## config.mk

```make
export PLATFORM = sky130hd
export DESIGN_NAME = ripple_carry_adder
export DESIGN_NICKNAME = d
export VERILOG_FILES = /design/src/rtl/rca_pkg.sv /design/src/rtl/full_adder.sv /design/src/rtl/ripple_carry_adder.sv
export SDC_FILE = /design/constraint.sdc
export NUM_CORES = 1
export LEC_CHECK = 0
export CORE_MARGIN = 2
export CORE_UTILIZATION = 46
export CTS_BUF_LIST = sky130_fd_sc_hd__clkbuf_8
export CTS_CLUSTER_DIAMETER = 30
export DETAILED_ROUTE_END_ITERATION = 8
export PLACE_DENSITY = 0.85
export SYNTH_ARGS = -nofsm -noshare
export SYNTH_HDL_FRONTEND = slang
export SYNTH_SLANG_ARGS = --single-unit
```

## constraint.sdc

```tcl
create_clock -name clk -period 0.86 [get_ports clk]
set_input_delay 0.129 -clock clk [delete_from_list [all_inputs] [get_ports clk]]
set_output_delay 0.129 -clock clk [all_outputs]
set_load 0.05 [all_outputs]
```

## src/rtl/rca_pkg.sv

```systemverilog
// Shared constants for the ripple-carry adder datapath.
package rca_pkg;

   localparam int unsigned RCA_N_DEFAULT = 16;

   // Unit-gate delay of one full-adder carry stage (generate + propagate-AND-carry).
   localparam int unsigned RCA_GATE_DELAY_PER_STAGE = 2;

   function automatic int unsigned rca_settle_delay(input int unsigned n);
      return n * RCA_GATE_DELAY_PER_STAGE;
   endfunction

endpackage

```

## src/rtl/full_adder.sv

```systemverilog
// One-bit full adder; also exports the bit propagate term.
module full_adder (
   input  logic a,
   input  logic b,
   input  logic cin,
   output logic s,
   output logic cout,
   output logic p
);

   always_comb begin
      p    = a ^ b;
      s    = p ^ cin;
      cout = (a & b) | (p & cin);
   end

endmodule

```

## src/rtl/ripple_carry_adder.sv

```systemverilog
// N-bit ripple-carry adder with registered S/Cout/P outputs.
// Optional signed-overflow output V is enabled by defining RCA_OVF_EN.
module ripple_carry_adder
   import rca_pkg::*;
#(
   parameter int unsigned N = RCA_N_DEFAULT
) (
   input  logic         clk,
   input  logic         rst_n,
   input  logic         in_valid,
   input  logic [N-1:0] A,
   input  logic [N-1:0] B,
   input  logic         Cin,
   output logic         out_valid,
   output logic [N-1:0] S,
   output logic         Cout,
   output logic [N-1:0] P
`ifdef RCA_OVF_EN
   ,
   output logic         V
`endif
);

   logic [N:0]   c;
   logic [N-1:0] s_core;
   logic [N-1:0] p_core;

   assign c[0] = Cin;

   // Carry chain: each stage's cout feeds the next stage's cin.
   for (genvar i = 0; i < N; i++) begin : g_bit
      full_adder u_fa (
         .a    (A[i]),
         .b    (B[i]),
         .cin  (c[i]),
         .s    (s_core[i]),
         .cout (c[i+1]),
         .p    (p_core[i])
      );
   end

   always_ff @(posedge clk or negedge rst_n) begin
      if (!rst_n) begin
         out_valid <= 1'b0;
         S         <= '0;
         Cout      <= 1'b0;
         P         <= '0;
      end else begin
         out_valid <= in_valid;
         if (in_valid) begin
            S    <= s_core;
            Cout <= c[N];
            P    <= p_core;
         end
      end
   end

`ifdef RCA_OVF_EN
   // Two's-complement overflow: carry into the sign bit differs from carry out of it.
   always_ff @(posedge clk or negedge rst_n) begin
      if (!rst_n) begin
         V <= 1'b0;
      end else if (in_valid) begin
         V <= c[N] ^ c[N-1];
      end
   end
`endif

endmodule

```

# After elaboration in Yosys (flattened, before gate mapping)
# Cells that the tools add are included.
totals:
  mem_count: 0
  mem_bits_ro: 0
  ramBits: 0
  latchBits: 0
  ff_bits: 34
  wordCells: 84
classes:
  n_mul: 0
  shift: 0
  n_bitwise: 80
  eq_ne: 0
  div: 0
  mux: 0
  addsub: 0
  order_cmp: 0
  reduce_logical: 0
ops:
  columns: ["operator", "count"]
  rows:
  - ["1-bit AND", 32]
  - ["1-bit XOR", 32]
  - ["1-bit bitwise OR", 16]

# Longest topological paths before layout
# Gate-level depths: netlist of the first run.
depth:
  word_depth: 33
  ltp_mapped: 20
  mapped_depth_nobuf: 20

# By module
# Synthesis of the first run repeated with hierarchy kept, for this count alone.
unflattened:
  hier_cells: 103
  area_unflattened_um2: 1926.8
modules_own_cells:
  columns: ["module", "seq_area_each_um2", "cells_each", "area_per_inst_um2", "n_inst"]
  rows:
  - ["ripple_carry_adder", 850.8, 71, 1406.3, 1]
  - ["full_adder", 0.0, 2, 32.5, 16]

# Worst setup path before layout of the first run
# OpenSTA, ideal clock, no wires.
synth_path:
  path_kind: "input port to flip-flop"
  start: "input A[0]"
  end: "register S[15]"
  path_buffers: 0
  cell_stages: 20
  required_ns: 0.781
  arrival_ns: 6.247
  setup_slack_ns: -5.466
  setup_ns: 0.079
  path_cell_list: "inv_1 > fa_1 > inv_1 > fa_1 > fa_1 > fa_1 > fa_1 > fa_1 > fa_1 > fa_1 > fa_1 > fa_1 > fa_1 > fa_1 > fa_1 > fa_1 > fa_1 > inv_1 > fa_1 > mux2i_1"
synth_via:
  elab_chain_len: 32
synth_lines:
  columns: ["item", "line_no", "source"]
  rows:
  - ["start, declared", "ripple_carry_adder.sv:11", "input logic [N-1:0] A,"]
  - ["1-bit XOR", "full_adder.sv:12", "p = a ^ b;"]
  - ["1-bit AND", "full_adder.sv:14", "cout = (a & b) | (p & cin);"]
  - ["1-bit bitwise OR (*)", "full_adder.sv:14", null]
  - ["1-bit AND (*)", "full_adder.sv:14", null]
  - ["1-bit bitwise OR (*)", "full_adder.sv:14", null]
  - ["1-bit AND (*)", "full_adder.sv:14", null]
  - ["1-bit bitwise OR (*)", "full_adder.sv:14", null]
  - ["1-bit AND (*)", "full_adder.sv:14", null]
  - ["[... 16 more ...]", null, null]
  - ["1-bit bitwise OR (*)", "full_adder.sv:14", null]
  - ["1-bit AND (*)", "full_adder.sv:14", null]
  - ["1-bit bitwise OR (*)", "full_adder.sv:14", null]
  - ["1-bit AND (*)", "full_adder.sv:14", null]
  - ["1-bit bitwise OR (*)", "full_adder.sv:14", null]
  - ["1-bit AND (*)", "full_adder.sv:14", null]
  - ["1-bit bitwise OR (*)", "full_adder.sv:14", null]
  - ["1-bit XOR (*)", "full_adder.sv:13", "s = p ^ cin;"]
  - ["end signal, assigned", "ripple_carry_adder.sv:51", "S <= s_core;"]
  - ["end, declared", "ripple_carry_adder.sv:15", "output logic [N-1:0] S,"]
# Every way passes the cells marked *; elsewhere a longest branch is shown, timed or not.
# A chain may end at the register's enable or synchronous reset.

# Worst setup path after layout of the first run
# Same ends and word-level chain as after synthesis.

==> results of run 1 <==
[power groups by stage]
stage               Sequential, mW  Clock (mW)  Combinational (mW)
floorplan                     3.20           0               0.666
global placement              2.30           0                3.39
detailed placement            2.32           0                3.50
CTS                           2.28        1.25                3.71
global route                  2.32        1.32                3.96
finish                        2.29        1.20                3.77
[cell families after synthesis]
logic type	after synthesis	synth area share, %
fa+ha+maj	32	26.9
flops	34	44.0
simple gates	1	0.194
buf+inv	13	5.17
mux	32	23.5
compound gates	1	0.258
[per-layer routing]
metal  share of wire [%]  GRT usage, %
met2                  53          37.0
met3                 9.5          8.44
met5                   0             0
met4                 1.6          7.35
met1                  36          25.8
[cells in the mapped netlist]
cell type / number / share of area [%]
sky130_fd_sc_hd__buf_8: 1 / 0.78
sky130_fd_sc_hd__mux2i_1: 2 / 1.0
sky130_fd_sc_hd__fa_1: 16 / 17
sky130_fd_sc_hd__mux2_4: 26 / 20
sky130_fd_sc_hd__buf_6: 1 / 0.58
sky130_fd_sc_hd__ha_1: 16 / 10
sky130_fd_sc_hd__inv_1: 9 / 1.7
sky130_fd_sc_hd__nor2_1: 1 / 0.19
sky130_fd_sc_hd__mux2_2: 4 / 2.3
sky130_fd_sc_hd__dfrtp_1: 34 / 44
sky130_fd_sc_hd__buf_12: 2 / 2.1
sky130_fd_sc_hd__a21oi_1: 1 / 0.26
[state kept, by name, summed over array words and instances (netlist names)]
register   cells
Cout           1
P             16
S             16
out_valid      1
[worst max path at each step]
stage | start | end | cells past startpoint
after floorplan | A[0] | S[15] | 20
after global placement | A[0] | S[15] | 21
after detailed placement | A[0] | S[15] | 21
after CTS | A[0] | S[15] | 21
after global routing | A[0] | S[15] | 21
final | A[0] | S[15] | 21
[through the flow]
| step | util (%) | cell area [µm²] |
|---|---|---|
| global route | 84.4 | 3400 |
| global placement | 78.1 | 3150 |
| CTS | 83.0 | 3340 |
| floorplan | - | 2010 |
| detailed placement | 78.1 | 3150 |
| finish | 84.4 | 3400 |
[repair_timing]
item                                    CTS  global route
hold buffers                              0             0
resized for setup                        43            10
setup buffers                            12             5
endpoints found under the setup margin   67            65
[area by class of cell]
class / instances / area, µm²
multi-input combinational: 66 / 1040
clock inverter: 2 / 8.76
fill: 182 / 627
tap: 50 / 62.6
timing repair buffer: 96 / 1290
inverter: 9 / 51.3
sequential: 34 / 871
clock buffer: 6 / 82.6
[worst max-delay path, cell delays in order]
cell and delay [ns]:
sky130_fd_sc_hd__buf_12 0.11, sky130_fd_sc_hd__inv_12 0.04, sky130_fd_sc_hd__fa_2 0.19, sky130_fd_sc_hd__inv_2 0.04, sky130_fd_sc_hd__fa_2 0.35, sky130_fd_sc_hd__fa_2 0.37, sky130_fd_sc_hd__fa_2 0.34, sky130_fd_sc_hd__fa_2 0.35
sky130_fd_sc_hd__fa_2 0.36, sky130_fd_sc_hd__fa_2 0.35, sky130_fd_sc_hd__fa_2 0.34, sky130_fd_sc_hd__fa_2 0.36, sky130_fd_sc_hd__fa_2 0.36, sky130_fd_sc_hd__fa_2 0.36, sky130_fd_sc_hd__fa_2 0.35, sky130_fd_sc_hd__fa_2 0.35
sky130_fd_sc_hd__fa_2 0.35, sky130_fd_sc_hd__fa_2 0.34, sky130_fd_sc_hd__inv_2 0.06, sky130_fd_sc_hd__fa_1 0.40, sky130_fd_sc_hd__mux2i_1 0.16
==> impl_summary.md, run 1 <==
Timing
The final period utilization is 682%. The sum of negative setup slack is -50.28 ns. The number of failing setup endpoints in the final timing report is 61. The shortest period the worst path allows is 5.87 ns.

The max-slew headroom at the worst pin is 87.1%. The final hold violation count is 0. The final max-slew violation count came to 0. Across the routed clock network, the largest skew measured is 0 ns. The top achievable clock speed is 170 MHz. The post-route worst hold slack is 0.214 ns. Setup repair after global routing could not meet its margin everywhere. The worst-case setup margin in the final layout is -5.01 ns. The slew at the pin closest to its max-slew limit is 0.193 ns.

Layout
The relative area change from synthesis to final layout is 75.8%. Leaving out fill and tap cells, the most frequent cells in the layout are sky130_fd_sc_hd__buf_12 (38), sky130_fd_sc_hd__mux2_4 (30), sky130_fd_sc_hd__buf_4 (19). The number of antenna diodes in the final layout is 0.

The final layout contains 280 nets. The library cell used most frequently in the layout, excluding fill and tap cells, is sky130_fd_sc_hd__buf_12. The fraction of final layout cells sized beyond drive strength 1 is 65.7%. The number of standard cells in the final layout excluding fillers is 263.

Clock tree
The maximum level of the CTS H-tree is 2. The deepest clock path buffer count is 2. Clock-pin slew was measured on the worst setup and hold paths at 0.07 ns. In this run, CTS created clock tree buffers numbering 5. The clock sink count is 34. The clock tree from TritonCTS is yes. CTS placed an instance of sky130_fd_sc_hd__clkbuf_8 at the clock tree root. At the later pin of the worst-skew pair, clock insertion delay measures 0.29 ns.

Setup path
In this run the register-to-register setup slack is -0.09 ns. At the worst endpoint, the required time is 1.06 ns. The peak fanout along the critical path is 2. The endpoint identified for the worst register-to-register timing path is S[7]. The worst setup path is captured at a flop. The nature of the critical path startpoint is an input port.

The critical path arrival is 6.07 ns. The worst register-to-register path begins at S[7]. The worst setup path category is input port to flop. The depth of the most critical reg-to-reg path is 2.

Global route
The number of global-route vias before repair is 1440. The overall track demand over capacity in global routing is 22.0%. Entering global routing, the biggest net connects 35 pins. The number of antenna violations at the first check in global routing was 0. Global routing finished with a remaining overflow of 0. The wire length of the first global-routing pass is 7130 µm.

Power
In this run, flip-flops and latches consume 31.6% of the power. The analysis attributes to cell leakage a power of 1.65 nW. The cell-internal power is 4.63 mW.

The fraction of power spent switching nets is 36.3%. The clock network fraction of design power is 16.6%. The combinational power share is 51.9%. The power dissipated by switching net loads is 2.64 mW. For this design the ratio of total power to cell area is 2140 nW/µm². The largest vdd supply drop is 0.00144 V. The design draws 7.26 mW.

Detailed routing
After the first detailed-routing iteration, the DRC count stood at 43. For this run, design rule violations remaining after detail routing come to 0. The number of detailed-route iterations in the first pass is 6.

The final route contains 1258 vias. The average vias per placed instance is 4.78. The detailed-route wire length per cell is 17.4 µm. The detail route stage leaves a number of antenna-violating nets equal to 0. The total length of routed wires is 4570 µm.

Place
During placement, the flow inserted port buffers numbering 69. The placement-stage worst setup slack is -5.84 ns. Once placement completed, the tool counted placed cells totaling 238. The final HPWL from detailed placement is 3480 µm. The routability congestion estimate from global placement is 0.772.

Synth
Sequential cells were found to cover 44.0% of the synthesized design area. In this run the cell area of the synthesized design comes to 1940 µm². The flip-flop and latch count after synthesis is 34.

The Yosys step of the flow raised 0 warnings. Yosys mapped the design onto 12 distinct sky130hd cell types. The gate count after technology mapping is 113.

A synthesized cell averages 17.1 µm². Counting every net in the synthesized netlist gives 181.

Floorplanning
During I/O placement, the number of pins put on the boundary was 70. The die is 68.9 µm tall. After floorplanning, the core was sized to cover 4030 µm². The initial standard-cell utilization of the core is 48.0%. The die area is 4740 µm². The floorplan has 23 rows. The floorplan step set the die width to 68.9 µm.

Run
The reported max-cap violation count is 0.

Hold path
The worst hold path belongs to the class input port to asynchronous set/reset pin.

Run status
The flow ran to the end, but the final reports show violations. The final reports fail on setup timing.
(Power assumes the default switching activity.)
==> run 2, diff against run 1 <==
Settings changed: GPL_ROUTABILITY_DRIVEN from default to 0, SETUP_SLACK_MARGIN from default to 0.2.
==> impl_summary.md, run 2 (synthesis gave the netlist of run 1 again) <==
Clock tree
The root buffer cell is sky130_fd_sc_hd__clkbuf_8 (unchanged). The total clock buffers created by CTS is 5 (unchanged). The post-cts hold buffer count is 0 (unchanged). The clock tree from TritonCTS is yes (unchanged). The maximum level of the CTS H-tree is 2 (unchanged). The clock sink count is 34 (unchanged). The clock-pin slew on the worst setup and hold paths is 0.07 ns (about the same). The deepest clock path buffer count came to 2 (unchanged). The clock latency reported for the late side of the worst-skew pair came to 0.28 ns (was 0.29 ns).

Timing
Unrepaired setup endpoints after global routing: yes (unchanged). The final hold violation count is 0 (unchanged). The top achievable clock speed came to 171 MHz (was 170 MHz). The max-slew headroom at the worst pin is 87.2% (was 87.1%).

The sum of negative setup slack is -50.10 ns (was -50.28 ns). The final max-slew violation count is 0 (unchanged). The shortest period the worst path allows came to 5.86 ns (was 5.87 ns).

The final period utilization is 682% (about the same). The worst-case setup margin in the final layout came to -5.00 ns (was -5.01 ns). The post-route worst hold slack is 0.0609 ns (was 0.214 ns). The worst clock skew was 0 ns (unchanged).

The slew at the pin closest to its max-slew limit was 0.192 ns (was 0.193 ns). The number of failing setup endpoints in the final timing report came to 62 (was 61).

Setup path
The critical path arrival is 6.07 ns (about the same). The data required time at the worst endpoint is 1.07 ns (was 1.06 ns). The cell with the largest stage delay on the worst path is sky130_fd_sc_hd__fa_1 (unchanged). The worst setup path category is input port to flop (unchanged). Ordered list of cells on the worst path: buf_12 > inv_12 > fa_2 > inv_2 > fa_2 > fa_2 > fa_2 > fa_2 > fa_2 > fa_2 > fa_2 > fa_2 > fa_2 > fa_2 > fa_2 > fa_2 > fa_2 > fa_2 > inv_2 > fa_1 > mux2i_1 (unchanged). The most frequent cell on the critical path is sky130_fd_sc_hd__fa_2 (unchanged). The largest stage delay on the critical path was 0.42 ns (was 0.40 ns). The capturing element type of the critical path is a flop (unchanged). The nature of the critical path startpoint is an input port (unchanged). The peak fanout along the critical path is 2 (unchanged).

Power
The largest vdd supply drop is 0.00149 V (was 0.00144 V). The power density relative to cell area is 2190 nW/µm² (was 2140 nW/µm²). The static leakage power came to 1.60 nW (was 1.65 nW).

Place
The post-placement cell count is 239 (was 238). The total cell area at the placement stage was 3170 µm² (was 3150 µm²). The final HPWL from detailed placement is 3420 µm (was 3480 µm). The count of buffers inserted at the top-level ports is 69 (unchanged).

Detailed routing
The number of DRC violations after detailed-routing iteration 0 was 36 (was 43). The detailed-route wire length per cell was 17.6 µm (was 17.4 µm). The number of detailed-route iterations in the first pass came to 4 (was 6).

The residual antenna-violating net count after detailed routing is 0 (unchanged). The vias after detailed routing was 1244 (was 1258). The average vias per placed instance was 4.80 (was 4.78). The post-detailed-route DRC marker count is 0 (unchanged). The total length of routed wires is 4570 µm (about the same).

Layout
The number of nets in the layout was 276 (was 280). Registers with the most flip-flops: P x16, S x16 (unchanged). The commonest non-fill, non-tap cell in the layout was sky130_fd_sc_hd__buf_12 (unchanged). The utilization after layout is 84.3% (was 84.4%). The cell area after layout is 3400 µm² (about the same). The footprint of the multi-input gates is 1040 µm² (about the same). The filler cell count in the final layout came to 198 (was 182).

The number of standard cells in the final layout excluding fillers was 259 (was 263). The diode insertion count for antenna repair is 0 (unchanged). Leading cell types in the layout, fill and taps excluded: sky130_fd_sc_hd__buf_12 (38), sky130_fd_sc_hd__dfrtp_2 (33), sky130_fd_sc_hd__mux2_4 (29) (was sky130_fd_sc_hd__buf_12 (38), sky130_fd_sc_hd__mux2_4 (30), sky130_fd_sc_hd__buf_4 (19)).

The area used by sequential logic in the layout came to 892 µm² (was 871 µm²). The relative area change from synthesis to final layout was 75.5% (was 75.8%). The fraction of final layout cells sized beyond drive strength 1 is 74.2% (was 65.7%).

Floorplanning
The die area is 4740 µm² (unchanged). The die outline height is 68.9 µm (unchanged). The initial standard-cell utilization of the core is 48.0% (unchanged). The number of rows created at floorplan is 23 (unchanged). The floorplan core area is 4030 µm² (unchanged). The overall die width was 68.9 µm (unchanged). The number of ports placed on the die boundary is 70 (unchanged).

Global route
The overall track demand over capacity in global routing is 21.0% (was 22.0%). The number of antenna violations at the first check in global routing was 0 (unchanged). The wire length of the first global-routing pass is 6910 µm (was 7130 µm). The total congestion overflow is 0 (unchanged). The number of global-route vias before repair came to 1429 (was 1440).

The maximum number of pins on one net before global-route repair came to 35 (unchanged).

Run status
Violated checks: setup timing (unchanged). Outcome: complete, but fails checks (unchanged).

Run
The reported max-cap violation count was 0 (unchanged).

Hold path
The path type of the worst min-delay path is input port to flop (was input port to asynchronous set/reset pin).
-- run 2: cell types whose count changed in the layout (fill, tap and decap cells not counted), moves of 2 or more --
cell	previous run	this run
sky130_fd_sc_hd__buf_4	19	15
sky130_fd_sc_hd__dfrtp_2	16	33
sky130_fd_sc_hd__dfrtp_1	18	1
sky130_fd_sc_hd__dlymetal6s2s_1	6	4
sky130_fd_sc_hd__buf_2	2	4
-- run 2: cell type report --
| class | count | share of cell area (%) |
|---|---|---|
| Inverter | 9 | 1.51 |
| Clock buffer | 5 | 2.03 |
| Timing Repair Buffer | 92 | 36.7 |
| Clock inverter | 3 | 1.18 |
| Multi-Input combinational cell | 66 | 30.5 |
| Sequential cell | 34 | 26.3 |
| Tap cell | 50 | 1.84 |
-- run 2: through the flow --
stage / power [mW] / setup slack, ns
after floorplan: 3.91 / -4.92
after global placement: 5.74 / -5.70
after detailed placement: 5.84 / -5.86
after CTS: 7.43 / -5.01
after global routing: 7.74 / -5.10
final: 7.43 / -5.00
-- run 2: per-layer routing --
layer	up-vias	track usage, %	wire, µm
met5	-	0	0
met2	58	35.5	2370
met4	0	6.37	70
li1	552	-	-
met3	7	7.14	357
met1	627	25.4	1770
-- run 2: worst paths after layout --
path / startpoint / endpoint / slack, ns / cells past startpoint
setup reg to reg: S[6] / S[6] / -0.09 / 2
setup / recovery: A[0] / S[15] / -5.00 / 21
hold / removal: in_valid / out_valid / 0.06 / 1
max in group asynchronous: rst_n / P[8] / 0.44 / 2
min in group asynchronous: rst_n / Cout / 0.21 / 2
hold reg to reg: P[4] / P[4] / 0.56 / 1
-- run 2: what timing repair did --
action,4_1_cts,5_1_grt
resized for setup,51,5
pin swaps,1,0
cloned,0,0
setup buffers,10,2
endpoints found under the setup margin,67,67
-- run 2: where the power goes --
group,switching [mW],leakage [nW],internal [mW]
Sequential,0.359,0.364,1.96
Clock,0.592,0.0579,0.853
Combinational,1.68,1.18,1.99
-- run 2: critical path: cells and delay by family --
kind                       cells  cell delay [ns]
muxes                          1             0.15
adders and majority gates     16             5.54
buffers and inverters          4             0.25
==> run 3, diff against run 2 <==
Settings changed: ABC_AREA from default to 1, HOLD_SLACK_MARGIN from default to 0.05, PLACE_DENSITY 0.85 to 0.86.
==> impl_summary.md, run 3 <==
Floorplanning
The initial standard-cell utilization of the core is 47.5% (was 48.0%). The die outline height is 68.1 µm (was 68.9 µm). The die area is 4630 µm² (was 4740 µm²).

The number of rows created at floorplan was 23 (unchanged). The floorplan core area was 3970 µm² (was 4030 µm²). The overall die width was 68.1 µm (was 68.9 µm).

The number of ports placed on the die boundary is 70 (unchanged).

Detailed routing
The residual antenna-violating net count after detailed routing is 0 (unchanged). The post-detailed-route DRC marker count is 0 (unchanged). The detailed-route wire length per cell is 13.3 µm (was 17.6 µm). The total length of routed wires is 4300 µm (was 4570 µm). The vias after detailed routing is 1483 (was 1244). The number of DRC violations after detailed-routing iteration 0 is 58 (was 36). The number of detailed-route iterations in the first pass was 4 (unchanged). The average vias per placed instance came to 4.58 (was 4.80).

Clock tree
The clock sink count is 34 (unchanged). The clock latency reported for the late side of the worst-skew pair is 0.28 ns (about the same). The total clock buffers created by CTS came to 5 (unchanged). The deepest clock path buffer count came to 2 (unchanged). The clock tree from TritonCTS is yes (unchanged). The clock-pin slew on the worst setup and hold paths came to 0.07 ns (about the same). The root buffer cell is sky130_fd_sc_hd__clkbuf_8 (unchanged). The maximum level of the CTS H-tree was 2 (unchanged).

Timing
The final hold violation count is 0 (unchanged). The worst clock skew is 0 ns (unchanged). The worst-case setup margin in the final layout is -4.97 ns (was -5.00 ns).

The top achievable clock speed was 171 MHz (about the same). The post-route worst hold slack is 0.171 ns (was 0.0609 ns). The shortest period the worst path allows is 5.83 ns (was 5.86 ns). The max-slew headroom at the worst pin is 87.5% (was 87.2%). The sum of negative setup slack came to -47.04 ns (was -50.10 ns).

Unrepaired setup endpoints after global routing: yes (unchanged). The final max-slew violation count is 0 (unchanged). The final period utilization was 678% (was 682%).

The number of failing setup endpoints in the final timing report was 50 (was 62). The slew at the pin closest to its max-slew limit came to 0.188 ns (was 0.192 ns).

Synth
The area share of the largest cell type after synthesis is 45.1% (was 44.0%). The count of flip-flops with a built-in enable after synthesis is 0 (unchanged). The cell type contributing the most total cell area after synthesis is sky130_fd_sc_hd__dfrtp_1 (unchanged). The post-synth net total is 251 (was 181).

Largest cells by area after synthesis: sky130_fd_sc_hd__dfrtp_1 (45%), sky130_fd_sc_hd__nand2_1 (18%), sky130_fd_sc_hd__fa_1 (17%) (was sky130_fd_sc_hd__dfrtp_1 (44%), sky130_fd_sc_hd__mux2_4 (20%), sky130_fd_sc_hd__fa_1 (17%)). The flip-flop and latch count after synthesis is 34 (unchanged). The number of warning messages in the yosys log came to 0 (unchanged). The gate count after technology mapping is 183 (was 113). The post-synth design cell area is 1890 µm² (was 1940 µm²). The number of distinct library cells after synthesis is 10 (was 12).

Cell types with the highest counts after synthesis: sky130_fd_sc_hd__nand2_1 (89), sky130_fd_sc_hd__dfrtp_1 (34), sky130_fd_sc_hd__fa_1 (16), sky130_fd_sc_hd__ha_1 (16) (was sky130_fd_sc_hd__dfrtp_1 (34), sky130_fd_sc_hd__mux2_4 (26), sky130_fd_sc_hd__fa_1 (16), sky130_fd_sc_hd__ha_1 (16), sky130_fd_sc_hd__inv_1 (9)). The fraction of the yosys area taken by sequential cells is 45.1% (was 44.0%). The prevailing post-synth register cell is sky130_fd_sc_hd__dfrtp_1 (unchanged). The post-synthesis async set-or-reset flop share is 100% (unchanged).

The mean area per synthesized cell was 10.3 µm² (was 17.1 µm²). The most common cell in the netlist is sky130_fd_sc_hd__nand2_1 (was sky130_fd_sc_hd__dfrtp_1).

Setup path
The largest stage delay on the critical path came to 0.43 ns (was 0.42 ns). The peak fanout along the critical path is 2 (unchanged). The capturing element type of the critical path is a flop (unchanged). The cell with the largest stage delay on the worst path is sky130_fd_sc_hd__fa_2 (was sky130_fd_sc_hd__fa_1).

The nature of the critical path startpoint is an input port (unchanged). The data required time at the worst endpoint came to 1.09 ns (was 1.07 ns). The most frequent cell on the critical path is sky130_fd_sc_hd__fa_2 (unchanged). The critical path arrival was 6.06 ns (was 6.07 ns). The worst setup path category is input port to flop (unchanged). Ordered list of cells on the worst path: buf_12 > inv_12 > fa_2 > inv_2 > fa_2 > fa_2 > fa_2 > fa_2 > fa_2 > fa_2 > fa_2 > fa_2 > fa_2 > fa_2 > fa_2 > fa_2 > fa_2 > fa_2 > inv_2 > fa_2 > inv_2 > nand2_1 > nand2_1 (was buf_12 > inv_12 > fa_2 > inv_2 > fa_2 > fa_2 > fa_2 > fa_2 > fa_2 > fa_2 > fa_2 > fa_2 > fa_2 > fa_2 > fa_2 > fa_2 > fa_2 > fa_2 > inv_2 > fa_1 > mux2i_1).

Place
The count of buffers inserted at the top-level ports came to 69 (unchanged). The post-placement cell count is 299 (was 239). The final HPWL from detailed placement is 3200 µm (was 3420 µm). The placement-stage worst setup slack is -5.79 ns (was -5.86 ns).

Global route
The overall track demand over capacity in global routing is 22.0% (was 21.0%). The wire length of the first global-routing pass is 7290 µm (was 6910 µm). The number of antenna violations at the first check in global routing is 0 (unchanged). The maximum number of pins on one net before global-route repair came to 35 (unchanged). The total congestion overflow was 0 (unchanged).

The number of global-route vias before repair is 1605 (was 1429).

Layout
Registers with the most flip-flops: P x16, S x16 (unchanged). The filler cell count in the final layout was 218 (was 198). Leading cell types in the layout, fill and taps excluded: sky130_fd_sc_hd__nand2_1 (85), sky130_fd_sc_hd__buf_12 (38), sky130_fd_sc_hd__dfrtp_2 (33) (was sky130_fd_sc_hd__buf_12 (38), sky130_fd_sc_hd__dfrtp_2 (33), sky130_fd_sc_hd__mux2_4 (29)). The commonest non-fill, non-tap cell in the layout is sky130_fd_sc_hd__nand2_1 (was sky130_fd_sc_hd__buf_12).

The utilization after layout is 83.8% (was 84.3%). The relative area change from synthesis to final layout is 76.3% (was 75.5%). The fraction of final layout cells sized beyond drive strength 1 is 50.7% (was 74.2%). The diode insertion count for antenna repair is 0 (unchanged).

The number of nets in the layout was 342 (was 276). The number of standard cells in the final layout excluding fillers is 324 (was 259).

Power
The static leakage power is 1.71 nW (was 1.60 nW). The power density relative to cell area was 1850 nW/µm² (was 2190 nW/µm²). The largest vdd supply drop came to 0.00138 V (was 0.00149 V).

Run status
Outcome: complete, but fails checks (unchanged). Violated checks: setup timing (unchanged).

Hold path
The path type of the worst min-delay path is input port to flop (unchanged).

Run
The reported max-cap violation count is 0 (unchanged).
==> run 3: what timing repair did <==
action	in CTS	in global routing
hold buffers	1	0
resized for setup	45	23
buffers inserted	15	2
pin swaps	4	5
endpoints found under the hold margin	34	0
setup endpoints to repair	67	66
==> run 3: layout make-up <==
cell class,instances,area (µm²),share of cell area (%)
repair buffers,91,1250,37.7
multi-input cells,131,967,29.0
flip-flops and latches,34,892,26.8
inverters,11,75.1,2.25
clock buffers,5,68.8,2.07
well taps,50,62.6,1.88
clock inverters,2,10.0,0.301
==> run 3: power by group <==
part	switching (mW)	internal (mW)	total, mW
clock network	0.570	0.543	1.11
logic	1.45	1.44	2.89
registers	0.266	1.88	2.15
==> run 3: path summary, 6_finish.rpt <==
| kind | end | from | cells past startpoint | slack (ns) |
|---|---|---|---|---|
| min in group asynchronous | S[1] | rst_n | 3 | 0.34 |
| worst max-delay path | S[15] | A[0] | 23 | -4.97 |
| worst min register to register | P[4] | P[4] | 2 | 0.51 |
| max in group asynchronous | S[10] | rst_n | 3 | 0.32 |
| worst min-delay path | P[0] | B[0] | 4 | 0.17 |
| worst max register to register | S[6] | S[6] | 4 | -0.03 |
==> run 3: critical path: cells and delay by family <==
| kind | cells | cell delay [ns] |
|---|---|---|
| fa+ha+maj | 16 | 5.52 |
| simple gates | 2 | 0.10 |
| buf+inv | 5 | 0.30 |
==> run 3: metrics by stage <==
step / instance area, µm² / total power, mW
finish: 3330 / 6.15
global route: 3330 / 6.46
CTS: 3270 / 6.16
detailed placement: 3060 / 4.91
global placement: 3060 / 4.83
floorplan: 1980 / 3.37
==> run 3: kinds of logic (layout without fill, tap and decap cells) <==
kind of cell / after synthesis / count (layout) / share of synthesized area, %
buffers and inverters: 18 / 109 / 6.36
AND/OR/NAND/NOR: 99 / 99 / 21.0
adder cells (fa/ha/maj): 32 / 32 / 27.6
flip-flops: 34 / 34 / 45.1
==> run 3: per-layer routing <==
layer / global-route usage [%] / wire [µm] / up-vias
met2: 38.3 / 2330 / 45
met5: 0 / 0 / -
li1: - / - / 714
met3: 6.91 / 259 / 7
met4: 8.25 / 72 / 0
met1: 25.2 / 1640 / 717
==> RTL edit, RTL diff (config.mk and constraints of run 1) <==
The package constant `RCA_N_DEFAULT` goes from 16 to 32.
--- a/src/rtl/rca_pkg.sv
+++ b/src/rtl/rca_pkg.sv
@@ -3,3 +3,3 @@
 
-   localparam int unsigned RCA_N_DEFAULT = 16;
+   localparam int unsigned RCA_N_DEFAULT = 32;
 
Ports: changed (resized A, B, P and S); port bits go from 70 to 134. The function was not compared with the original's and may differ.
==> RTL edit against run 1 <==
  * The flow still finishes with violations (negative setup slack)
  * Sequential share of layout area is 0.54 points higher
  * Sequential cell count is 32 higher
  * Total power is 99% higher
  * Maximum frequency is 49% lower
  * Final area is 90% higher
  * Worst setup slack worse by 5.6 ns
  * Final cell count is 90% higher
  * Synthesized area is 85% higher
  * Sequential power is 95% higher
  * Routed wire length is 110% higher
  * Via count is 90% higher
  * Critical endpoint is now S[31]
  * Largest cell class unchanged
  * Highest routed layer unchanged
==> RTL edit: results (changes against run 1) <==
[synth]
synthMuxAreaShare_pct=21.9  ; -1.7 points
synth_compound_area_share_pct=0.279  ; +0.021 points
syn_nets=344  ; +90%
synthAdderAreaFrac_pct=29.1  ; +2.2 points
synthTopCellsByArea=dfrtp_1 (46%), fa_1 (18%), mux2_2 (12%)
synthTopCellsByCount=dfrtp_1 (66), mux2_2 (37), fa_1 (32), ha_1 (32), mux2_4 (20)

[timing]
fin_hold_ws_ns=0.147  ; -0.0673 ns
tightest_slew_ns=0.281  ; +0.0881 ns
setup_slack_ns=-10.57  ; -5.56 ns
setup_violations=105  ; +72%

[power]
leakage_nw=3.10  ; +88%
ir_drop_mv=1.29  ; -10%
switching_share_pct=36.3  ; about the same

[clock_tree]
numCtsBuffers=9  ; +4
clock_latency_ns=0.34  ; +0.05 ns

[grt]
grt_max_degree=52  ; +49%
grt_pass1_vias=2950  ; +100%
grt_pass1_wl_um=14800  ; +110%
grt_usage_pct=23.0  ; +1.0 points

[drt]
wirelength_um=9380  ; +110%
wl_met3_um=432  ; -0.92%
met1_length_um=3330  ; +100%
wl_met2_um=5440  ; +120%
dr.pass1.iters=4  ; -2
drt_iter0_drc=33  ; -23%
vias=2387  ; +90%

[cells_and_area]
reg_top3=P x32, S x32
fillers=359  ; +97%
layout-drive-gt1-share_pct=65.2  ; -0.56 points

[placed_design]
dp_hpwl_um=6780  ; +95%
place_area_um2=5970  ; +90%
io_buffers=133  ; +93%
gp_congestion=0.757  ; -1.9%

[run_status]
outcome=finished with violations
failed_checks=negative setup slack

[hold_path]
hp-class=in -> reg

==> RTL edit: cell types whose count changed after synthesis, sizes merged, moves of 3 or more <==
cell	run 1	this run
fa	16	32
ha	16	32
mux2	30	62
buf	4	7
dfrtp	34	66
==> RTL edit: worst reg2reg max path: cells and delay by family (launching register included) <==
kind | cells | cell delay (ns)
mux | 1 | 0.26
flops | 1 | 0.42
buf+inv | 1 | 0.16
==> RTL edit: per-stage QoR <==
step	power (mW)	instances
final	14.4	501
after CTS	14.4	495
after global placement	11.0	459
after global routing	15.0	501
after floorplan	7.36	212
after detailed placement	11.3	459
==> RTL edit: area by class of cell <==
type | count | area, µm² | area share, %
Tap cell | 102 | 128 | 1.97
Clock inverter | 4 | 42.5 | 0.657
Multi-Input combinational cell | 131 | 2040 | 31.5
Clock buffer | 12 | 165 | 2.55
Sequential cell | 66 | 1690 | 26.1
Timing Repair Buffer | 178 | 2360 | 36.4
Inverter | 8 | 47.5 | 0.735
==> RTL edit: worst paths after layout <==
| check | startpoint | endpoint | cells after the start |
|---|---|---|---|
| setup / recovery | A[0] | S[31] | 37 |
| setup reg to reg | S[26] | S[26] | 2 |
| hold reg to reg | P[9] | P[9] | 1 |
| max in group asynchronous | rst_n | P[18] | 3 |
| min in group asynchronous | rst_n | P[8] | 3 |
| hold / removal | in_valid | out_valid | 2 |
==> RTL edit: cell families after synthesis <==
logic type | after synthesis
compound gates | 2
fa+ha+maj | 64
buf+inv | 15
flops | 66
mux | 63
simple gates | 2
==> RTL edit: what timing repair did <==
item	in CTS	in global routing
gates resized for setup	97	26
endpoints found under the hold margin	66	0
hold buffers	1	0
buffers inserted	19	7
pin swaps	0	0
setup endpoints to repair	131	115
==> RTL edit: power by group through the flow <==
stage	Sequential [mW]	Clock, mW	Combinational, mW
floorplan	6.27	0	1.09
global placement	4.46	0	6.56
detailed placement	4.52	0	6.73
CTS	4.45	2.77	7.18
global route	4.53	2.89	7.58
finish	4.46	2.72	7.26
==> RTL edit: routing by layer <==
layer / GRT usage (%) / vias to the layer above
met5: 0 / -
met4: 8.08 / 0
met3: 5.01 / 13
met2: 43.1 / 77
met1: 25.6 / 1234
li1: - / 1063
